===== src/rtl/riscv_trace_collector.sv =====
// Converts register-writeback and memory trace strobes into sequence-numbered records in a dual-push FIFO.
// Latency: 1 cycle from capture to trace_valid when the FIFO is empty; first-word-fall-through head.
// Backpressure: never stalls the core; events that find no room are dropped and counted.
module riscv_trace_collector #(
    parameter int DATA_W = 32,
    parameter int DEPTH  = 16,
    parameter int ADDR_W = 9
) (
    input  logic                       clk,
    input  logic                       reset,
    input  logic                       trace_en,
    input  logic                       reg_write_sig,
    input  logic [4:0]                 reg_num,
    input  logic [DATA_W-1:0]          reg_data,
    input  logic                       wr,
    input  logic                       rd,
    input  logic [ADDR_W-1:0]          addr,
    input  logic [DATA_W-1:0]          wr_data,
    input  logic [DATA_W-1:0]          rd_data,
    output logic                       trace_valid,
    input  logic                       trace_ready,
    output logic [1:0]                 trace_kind,
    output logic [ADDR_W-1:0]          trace_tag,
    output logic [DATA_W-1:0]          trace_data,
    output logic [15:0]                trace_seq,
    output logic [$clog2(DEPTH):0]     fifo_count,
    output logic                       overflow,
    output logic [7:0]                 drop_count,
    output logic                       proto_err
);

    localparam int PW = $clog2(DEPTH);
    localparam int CW = PW + 1;

    typedef struct packed {
        logic [1:0]        kind;
        logic [ADDR_W-1:0] tag;
        logic [DATA_W-1:0] data;
        logic [15:0]       seq;
    } rec_t;

    rec_t          mem [DEPTH];
    logic [PW-1:0] wr_ptr, rd_ptr;
    logic [CW-1:0] count;
    logic [15:0]   seq_cnt;

    logic          reg_ev, mem_ev, push_reg, push_mem, pop;
    logic [CW-1:0] free;
    logic [1:0]    n_ev, n_push, n_drop;
    logic [8:0]    drop_sum;
    logic [PW-1:0] mem_idx;
    rec_t          reg_rec, mem_rec, head;

    always_comb begin
        reg_ev   = trace_en && reg_write_sig && (reg_num != 5'd0);
        mem_ev   = trace_en && (wr || rd);
        // Room is judged on start-of-cycle occupancy; a concurrent pop frees nothing.
        free     = CW'(DEPTH) - count;
        push_reg = reg_ev && (free != '0);
        push_mem = mem_ev && (reg_ev ? (free >= CW'(2)) : (free != '0));
        n_ev     = 2'(reg_ev) + 2'(mem_ev);
        n_push   = 2'(push_reg) + 2'(push_mem);
        n_drop   = n_ev - n_push;
        drop_sum = {1'b0, drop_count} + 9'(n_drop);
        pop      = trace_valid && trace_ready;
        mem_idx  = wr_ptr + PW'(push_reg);

        reg_rec.kind = 2'b00;
        reg_rec.tag  = ADDR_W'(reg_num);
        reg_rec.data = reg_data;
        reg_rec.seq  = seq_cnt;

        mem_rec.kind = wr ? 2'b10 : 2'b01;
        mem_rec.tag  = addr;
        mem_rec.data = wr ? wr_data : rd_data;
        mem_rec.seq  = seq_cnt + 16'(reg_ev);
    end

    always_ff @(posedge clk) begin
        if (push_reg) mem[wr_ptr]  <= reg_rec;
        if (push_mem) mem[mem_idx] <= mem_rec;
    end

    always_ff @(posedge clk) begin
        if (!reset) begin
            wr_ptr     <= '0;
            rd_ptr     <= '0;
            count      <= '0;
            seq_cnt    <= '0;
            overflow   <= 1'b0;
            drop_count <= '0;
            proto_err  <= 1'b0;
        end else begin
            wr_ptr  <= wr_ptr + PW'(n_push);
            rd_ptr  <= rd_ptr + PW'(pop);
            count   <= count + CW'(n_push) - CW'(pop);
            seq_cnt <= seq_cnt + 16'(n_ev);
            if (n_drop != 2'd0) begin
                overflow   <= 1'b1;
                drop_count <= drop_sum[8] ? 8'hFF : drop_sum[7:0];
            end
            if (trace_en && wr && rd) proto_err <= 1'b1;
        end
    end

    // Head fields are forced to zero while empty so reset leaves them reading 0.
    always_comb begin
        trace_valid = (count != '0);
        head        = trace_valid ? mem[rd_ptr] : '0;
        trace_kind  = head.kind;
        trace_tag   = head.tag;
        trace_data  = head.data;
        trace_seq   = head.seq;
        fifo_count  = count;
    end

endmodule


===== config.mk =====
export PLATFORM = sky130hd
export DESIGN_NAME = riscv_trace_collector
export DESIGN_NICKNAME = d
export VERILOG_FILES = /design/src/rtl/riscv_trace_collector.sv
export SDC_FILE = /design/constraint.sdc
export NUM_CORES = 2
export LEC_CHECK = 0
export BUFFER_PORTS_ARGS = -buffer_cell sky130_fd_sc_hd__buf_2
export CAP_MARGIN = 25
export CORE_MARGIN = 2
export CORE_UTILIZATION = 50
export DETAILED_ROUTE_END_ITERATION = 8
export PLACE_DENSITY_LB_ADDON = 0.12
export SLEW_MARGIN = 5
export SYNTH_ARGS = -nofsm -noshare
export SYNTH_HDL_FRONTEND = slang
export SYNTH_SLANG_ARGS = --single-unit

===== constraint.sdc =====
create_clock -name clk -period 5.95 [get_ports clk]
set_input_delay 0 -clock clk [delete_from_list [all_inputs] [get_ports clk]]
set_output_delay 0 -clock clk [all_outputs]
set_load 0.02 [all_outputs]

==> qor.txt <==
post-CTS setup buffer count = 0
Die W = 322 um
Max Cap Viol = 0
non-filler cells in the finished layout = 4756
TritonCTS buffer count = 109
register area = 29100 um2
Max Freq = 0.188 GHz
Static Leak = 19.4 nW
# DRC = 0
sw power = 6.62 mW
Hold Crit Depth = 3
Tcrit/Tclk final = 89.3%
most frequent cells in the layout = edfxtp_1 (944), mux2_2 (682), mux4_2 (295), buf_2 (190), nor2_1 (137)
vias per inst = 6.27
GRT Total Usage = 27.6%
ys async rst share = 0%
Synth Area in Simple Gates = 5.26%
Routed wire per std cell = 29.8 um
Synth Area in Compound Gates = 0.690%
Starting Density = 50.5%
worst min path class = in2reg
Pwr per Cell Area = 367 nW/um2
Total Routed Length = 142000 um
cell row count = 116
Worst R2R End = mem[12][20]
first-pass GRT wire length = 209000 um
die area = 104000 um2
Most used DFF post-synth = edfxtp_1
# clock sinks = 983
total number of vias = 29.8k
Filler cells = 7704
Layout Skew = 0.0255 ns
Synth Area in Adders = 0.777%
CORE AREA = 100000 um2
Flop pwr share = 39.8%
part of the power in the clock network = 30.6%
Max Slew Vio Count = 0
crit path kind = reg2reg
Clock H-tree levels = 3
RSZ-0062 raised after global routing = no
Critical Path End Type = flip-flop
main combinational cell family by area after synthesis = multiplexers
Final GP Congestion = 0.828
Pre-antenna DRT Iters = 6
warnings from Yosys = 0
# port buffers = 191
die height = 322 um
Logic pwr share = 29.7%
Synth-to-Final Area Change = 14.8%
Initial DRC Count = 2827
layout cells sized above 1 = 43.3%
post-synth top area share = 56.1%
Syn Nets = 3284
largest net degree at the start of global routing = 114
Antenna Nets Post-Route = 0
DP HPWL = 80200 um
minimum clock period = 5.31 ns
internal power = 14.7 mW
hold endpoint = mem[1][31]
Critical Path RT = 6.37 ns
Area contributors post-synth = edfxtp_1 (56%), mux2_2 (15%), mux4_2 (13%)
Worst Reg-to-Reg Cells = 18
switching share of power = 31.1%
fin area = 58100 um2
crit path DAT = 5.73 ns
Layout Nets = 3510
post-synth cell types = 56
Final Power = 21.3 mW
synthesized instance count = 3138
EDFF count, synth = 944
vias in the first global route = 31.4k
r2r startpoint = fifo_count[0]
grt ovf = 0
worst hold margin = 0.0412 ns
min-delay src = rd_data[15]
maximum VDD drop = 239 uV
CTS tree = done
Hold Fails Final Rpt = 0
sequential area share after synthesis = 57.6%
worst-margin pin slew = 1.08 ns
clock root cell = clkbuf_16
final setup vio count = 0
Synth Register Bits = 983
initial antenna violation count = 1
Avg Cell Area, Syn = 16.1 um2
crit path max fanout = 43
status = complete, no violations
Multi-input gate area = 20200 um2
commonest non-fill, non-tap cell in the layout = edfxtp_1
Clock Latency Late Sink = 0.69 ns
Place WS = 1.20 ns
FF-to-FF setup slack = 0.64 ns
io pins = 192
Cell Area, Synth = 50600 um2
fin util = 58.0%
CTS max path bufs = 3
xor/xnor share of the synthesized area = 3.30%
Final WS setup = 0.639 ns
leading area contributor after synthesis = edfxtp_1
placed cell areas = 53300 um2
worst rel slew slack = 27.8%
crit path launch type = flip-flop
mux contribution to synthesized area = 29.4%
register clock-pin slew on the reported worst setup and hold paths = 0.06 ns
Cells after DPL = 4423
setup_tns = 0 ns
## registers in the layout, indices dropped and copies added (netlist names)
name	cells
wr_ptr	4
mem	944
seq_cnt	16
drop_count	8
proto_err	1
overflow	1
fifo_count	5
rd_ptr	4
## cells by family (layout without fill, tap and decap cells)
kind of cell / after synthesis / in the layout
muxes: 1017 / 1017
AOI/OAI and AO/OA: 53 / 53
DFF: 983 / 983
adders and majority gates: 29 / 29
xor gates and xnor gates: 189 / 189
buffers and inverters: 342 / 661
and+or+nand+nor: 525 / 525
other: 0 / 1
## routing by layer
layer,wire length (um),global-route usage [%],share of wire [%],up-vias
met5,0,0,0,-
met4,4290,9.11,3.0,0
met3,8310,3.44,5.9,254
met2,71400,47.1,50,1040
met1,57800,36.9,41,15800
li1,-,-,-,12700
## what timing repair did
action | CTS | global route
hold endpoints to repair | 675 | 0
resized for setup | 0 | 0
hold buffers | 122 | 0
## cells in the mapped netlist, drive strengths merged (59+ instances only)
cell type  count
edfxtp       944
mux2         721
mux4         295
clkbuf       226
nor2         137
xnor2        112
nand3        109
buf           90
nor3          89
xor2          76
and2          69
nand2         59
## worst max-delay path, cell delays in order (launching register included)
cell and delay (ns):
dfxtp_1 0.44, inv_1 0.10, ha_1 0.25, and2_1 0.16, ha_1 0.29, nand2_1 0.08
a211oi_1 0.05, buf_4 0.17, nor2b_1 0.33, ha_1 0.26, ha_1 0.26, nand2b_1 0.22
o21bai_1 0.15, nand2_1 0.13, buf_4 0.27, nand3_4 0.13, buf_4 0.77, mux2_2 0.42
dlygate4sd3_1 0.56
## area by class of cell
class | instances | share of cell area, %
Sequential cell | 983 | 50.2
Multi-Input combinational cell | 1813 | 34.9
Timing Repair Buffer | 431 | 6.09
Clock buffer | 150 | 5.16
Tap cell | 1298 | 2.80
Clock inverter | 54 | 0.733
Inverter | 26 | 0.168
Antenna cell | 1 | 0.00431
## power groups by stage
stage          logic [mW]  clock network, mW  registers, mW
2_1_floorplan        4.17                  0           8.57
3_3_place_gp         6.14                  0           8.63
3_5_place_dp         6.22                  0           8.66
4_1_cts              6.33               6.61           8.52
5_1_grt              6.70               6.88           8.52
6_report             6.32               6.51           8.47
## worst max path at each step
stage,startpoint,slack (ns),depth (start not counted),endpoint
6_report,fifo_count[0],0.64,18,mem[12][20]
4_1_cts,fifo_count[0],0.68,18,mem[12][20]
3_5_place_dp,fifo_count[0],1.20,16,mem[14][9]
3_3_place_gp,fifo_count[2],1.24,16,mem[14][11]
5_1_grt,fifo_count[0],0.29,18,mem[12][20]
2_1_floorplan,fifo_count[0],-0.64,9,mem[14][0]
Note: power is estimated with default switching activity, not from simulation.
